$ cat src/rtl/gcd_pkg.sv
// Shared definitions for the GCD/LCM arithmetic datapath.
//   WIDTH_DEF   : default operand width
//   CNT_W_DEF   : iteration counter width for the default operand width
//   mul_state_t : control states of the sequential shift-and-add multiplier
//   cnt_w()     : iteration counter width for an arbitrary operand width
package gcd_pkg;

  localparam int WIDTH_DEF = 32;
  localparam int CNT_W_DEF = $clog2(WIDTH_DEF);

  typedef enum logic [1:0] {
    IDLE,
    BUSY,
    DONE
  } mul_state_t;

  // Enough bits to count 0..w-1, never narrower than one bit.
  function automatic int cnt_w(input int w);
    return (w > 1) ? $clog2(w) : 1;
  endfunction

endpackage

$ cat src/rtl/add_cout.sv
// Combinational unsigned WIDTH-bit adder with carry out.
// Additive twin of the GCD subtractor; reusable across the GCD/LCM datapath.
//   a, b : WIDTH-bit unsigned addends
//   sum  : WIDTH+1-bit result, sum[WIDTH] is the carry out
module add_cout #(
  parameter int WIDTH = 32
) (
  input  logic [WIDTH-1:0] a,
  input  logic [WIDTH-1:0] b,
  output logic [WIDTH:0]   sum
);

  assign sum = {1'b0, a} + {1'b0, b};

endmodule

$ cat src/rtl/shift_add_mul.sv
// Sequential unsigned shift-and-add multiplier, one multiplier bit per clock.
// Produces the A*B term consumed by the LCM path ahead of the GCD division.
//   clk       : rising-edge clock
//   rst_n     : asynchronous active-low reset
//   in_valid  : operands A, B valid
//   in_ready  : block is idle and accepts operands
//   A         : WIDTH-bit unsigned multiplicand
//   B         : WIDTH-bit unsigned multiplier
//   out_valid : product valid, held until out_ready
//   out_ready : consumer accepts product
//   P         : 2*WIDTH-bit unsigned product, zero whenever out_valid is low
module shift_add_mul
  import gcd_pkg::*;
#(
  parameter int WIDTH = WIDTH_DEF
) (
  input  logic               clk,
  input  logic               rst_n,
  input  logic               in_valid,
  output logic               in_ready,
  input  logic [WIDTH-1:0]   A,
  input  logic [WIDTH-1:0]   B,
  output logic               out_valid,
  input  logic               out_ready,
  output logic [2*WIDTH-1:0] P
);

  localparam int CNT_W = cnt_w(WIDTH);
  localparam logic [CNT_W-1:0] CNT_LAST = CNT_W'(WIDTH - 1);

  mul_state_t         state, state_nxt;
  logic [WIDTH-1:0]   mcand, mcand_nxt;
  // Upper WIDTH+1 bits hold the running partial product (plus carry),
  // lower WIDTH bits hold the not-yet-retired multiplier bits.
  logic [2*WIDTH:0]   acc, acc_nxt;
  logic [CNT_W-1:0]   cnt, cnt_nxt;

  logic [WIDTH:0]     sum;
  logic [WIDTH:0]     hi_nxt;
  logic [2*WIDTH:0]   pre_shift;

  // After every right shift acc[2*WIDTH] is zero, so adding the multiplicand
  // to acc[2*WIDTH-1:WIDTH] with carry out covers the full WIDTH+1-bit field.
  add_cout #(
    .WIDTH(WIDTH)
  ) u_add (
    .a   (acc[2*WIDTH-1:WIDTH]),
    .b   (mcand),
    .sum (sum)
  );

  always_ff @(posedge clk or negedge rst_n) begin
    if (!rst_n) begin
      state <= IDLE;
      mcand <= '0;
      acc   <= '0;
      cnt   <= '0;
    end else begin
      state <= state_nxt;
      mcand <= mcand_nxt;
      acc   <= acc_nxt;
      cnt   <= cnt_nxt;
    end
  end

  always_comb begin
    state_nxt = state;
    mcand_nxt = mcand;
    acc_nxt   = acc;
    cnt_nxt   = cnt;
    hi_nxt    = acc[0] ? sum : acc[2*WIDTH:WIDTH];
    pre_shift = {hi_nxt, acc[WIDTH-1:0]};

    case (state)
      IDLE: begin
        if (in_valid) begin
          mcand_nxt = A;
          acc_nxt   = {{(WIDTH+1){1'b0}}, B};
          cnt_nxt   = '0;
          state_nxt = BUSY;
        end
      end
      BUSY: begin
        acc_nxt = pre_shift >> 1;
        cnt_nxt = cnt + CNT_W'(1);
        if (cnt == CNT_LAST) begin
          state_nxt = DONE;
        end
      end
      DONE: begin
        if (out_ready) begin
          state_nxt = IDLE;
        end
      end
      default: begin
        state_nxt = IDLE;
      end
    endcase
  end

  assign in_ready  = (state == IDLE);
  assign out_valid = (state == DONE);
  // Gate the product so partial accumulator contents never reach P.
  assign P         = out_valid ? acc[2*WIDTH-1:0] : '0;

endmodule

$ cat config.mk
export PLATFORM = sky130hd
export DESIGN_NAME = shift_add_mul
export DESIGN_NICKNAME = d
export VERILOG_FILES = /design/src/rtl/gcd_pkg.sv /design/src/rtl/add_cout.sv /design/src/rtl/shift_add_mul.sv
export SDC_FILE = /design/constraint.sdc
export NUM_CORES = 1
export LEC_CHECK = 0
export ABC_AREA = 0
export CORE_MARGIN = 4
export CORE_UTILIZATION = 55
export CTS_BUF_LIST = sky130_fd_sc_hd__clkbuf_4 sky130_fd_sc_hd__clkbuf_8
export DETAILED_ROUTE_END_ITERATION = 10
export PLACE_DENSITY = 0.85
export SYNTH_ARGS = -nofsm -noshare
export SYNTH_HDL_FRONTEND = slang
export SYNTH_SLANG_ARGS = --single-unit
$ cat constraint.sdc
create_clock -name clk -period 5.6 [get_ports clk]
set_input_delay 1.12 -clock clk [delete_from_list [all_inputs] [get_ports clk]]
set_output_delay 1.12 -clock clk [all_outputs]
set_load 0.03 [all_outputs]
==> reports/summary.txt <==
Outcome: finished clean
Via count: 6028
Crit path DAT: 2690 ps
Synthesis Warnings: 0
Ports: 134
Post-CTS Setup Inserts: 0
Reg-to-reg endpoint: acc[61]
Initial Utilization: 56.6%
Avg Inst Size Synth: 8.10 µm²
Hold slack: 494 ps
Post-Route WL: 17000 µm
Distinct cells, synth: 50
Pins Over Slew Limit: 0
Hold Crit Start: mcand[17]
Setup TNS: 0 ps
Largest net degree at the start of global routing: 96
Post-synth EDFFs: 0
Layout cells sized above 1: 3.96%
Hold path endpoint: mcand[17]
Die height: 117 µm
Max-cap viol count: 0
Cell count after synthesis: 801
Clk_skew: 11.1 ps
Worst endpoint required time: 4480 ps
Die area: 0.0136 mm²
Hold Crit Class: reg -> reg
Final #Nets: 1007
TritonCTS buffer count: 9
Crit path time final: 3810 ps
Synth Flop Type: dfrtp_1
Design area: 0.00807 mm²
Worst r2r src: acc[32]
Sw Share: 46.3%
Gate power share: 58.7%
Syn nets: 904
# setup viols final: 0
Hold Buf Count CTS: 0
Slew HR: 22.5%
Pre-antenna DRT Iters: 5
Top-area cell type share of the netlist area: 39.7%
Final hold violation count: 0
Worst-Skew Late Latency: 370 ps
Clock sink total: 103
Worst Setup End Kind: output port
DP HPWL: 12000 µm
Int Pwr: 2.46 mW
CP Class: reg -> out
Psw: 2.12 mW
Synthesis-stage register bit count: 103
P&R area growth vs syn: 24.3%
Reg2Reg Setup Slack: 2590 ps
DR iter-0 viols: 506
Vias per cell: 5.73
CTS clk-pin slew, worst paths: 100 ps
GPL Wtd Cong: 0.926
Wire length per cell: 16.1 µm
Max clock buf depth: 2
Worst Setup Start Kind: register
Flop pwr share: 31.0%
Peak supply drop: 0.296 mV
CTS H-tree lvls: 3
Vias in the first global route: 5677
Crit path max fanout: 66
Post-Synthesis Cell Area: 0.00649 mm²
Number of port buffers: 133
First-pass GRT wire length: 27800 µm
Placement-stage cell area: 0.00787 mm²
Yosys top cell by area: dfrtp_1
All-Layer GR Usage: 25.2%
Post-synth ARST share: 100%
Initial antenna violation count: 0
Core footprint: 0.0115 mm²
P per Cell Area: 568 mW/mm²
Drc violations: 0
Synth area leaders: dfrtp_1 (40%), nand2_1 (11%), ha_1 (6.6%), and2_1 (6.4%), a31oi_1 (3.7%)
CTS resizes: 0
WHS Path Cells: 2
Root Buffer: clkbuf_8
RSZ-0062 raised after global routing: false
Most common cell after layout, fill and taps aside: nand2_1
Worst-Margin Slew: 1160 ps
Clock Power Share: 10.3%
FF-to-FF path depth: 10
Fill cells: 967
Most frequent cells in the layout: nand2_1 (193), clkdlybuf4s50_1 (132), dfrtp_1 (103)
Std-Cell Rows: 39
CTS tree: yes
Leak: 3.58 nW
GR Overflow Total: 0
DIE WIDTH: 117 µm
Sequential share of the synthesized area: 39.7%
Final period utilization: 68.0%
Fmax achieved: 263 MHz
Antenna Nets Post-Route: 0
Ant diodes: 0
sequential cells by signal (all words and copies together), names as in the netlist:
name	flops
acc	64
state	2
cnt	5
mcand	32
cells in the mapped netlist, drive strengths merged (15+ instances only):
cell type    n
nand2      194
dfrtp      103
and2        66
o21ai       55
nor2        51
a21oi       44
clkbuf      39
a31oi       38
ha          34
xnor2       22
nand3       18
a22oi       15
metrics by stage:
| step | util [%] | setup WS [ps] | power [mW] | std cells |
|---|---|---|---|---|
| 6_report | 70.3 | 1790 | 4.58 | 1052 |
| 5_1_grt | 70.3 | 1570 | 5.01 | 1052 |
| 4_1_cts | 70.3 | 1800 | 4.57 | 1052 |
| 3_5_place_dp | 68.7 | 2220 | 4.08 | 1036 |
| 3_3_place_gp | 68.7 | 2270 | 3.99 | 1036 |
| 2_1_floorplan | - | 3080 | 3.45 | 801 |
cells by family (layout without fill, tap and decap cells):
group | Yosys count | in the layout | synth area share, %
mux | 7 | 7 | 1.08
xor+xnor | 28 | 28 | 3.78
fa+ha+maj | 35 | 35 | 6.87
buf+inv | 60 | 168 | 3.59
compound gates | 200 | 200 | 19.3
simple gates | 368 | 368 | 25.6
flops | 103 | 103 | 39.7
worst max path at each step:
stage	endpoint	startpoint	slack, ps	cells past startpoint
4_1_cts	P[24]	state[0]	1800	3
5_1_grt	P[48]	state[0]	1570	3
3_3_place_gp	P[45]	state[0]	2270	3
3_5_place_dp	P[24]	state[0]	2220	3
2_1_floorplan	acc[61]	acc[32]	3080	10
6_report	P[24]	state[0]	1790	3
layout make-up:
type	instances	area [µm²]	area share, %
well taps	143	179	2.22
clock buffers	10	131	1.63
flip-flops and latches	103	2580	32.0
clock inverters	6	61.3	0.760
repair buffers	140	1380	17.1
inverters	12	45.0	0.558
multi-input cells	638	3690	45.8
critical path, stage by stage, from the launching register on:
cell	delay [ps]
dfrtp_1	440
nor2b_4	910
and2_1	260
clkdlybuf4s50_1	690
power by group through the flow:
stage	Combinational, mW	Sequential (mW)	Clock (mW)
after global routing	3.03	1.47	0.512
final	2.69	1.42	0.470
after CTS	2.67	1.41	0.482
after detailed placement	2.65	1.43	0
after floorplan	2.13	1.32	0
after global placement	2.57	1.42	0
metal layers:
layer  vias up  global-route usage, %  wire [µm]
li1       2963                      -          -
met1      2815                   34.7       7460
met2       225                   41.6       8010
met3        25                   2.95       1200
met4         0                   8.64        301
met5         -                      0          0
No activity file was read; power rests on OpenSTA's default activity.
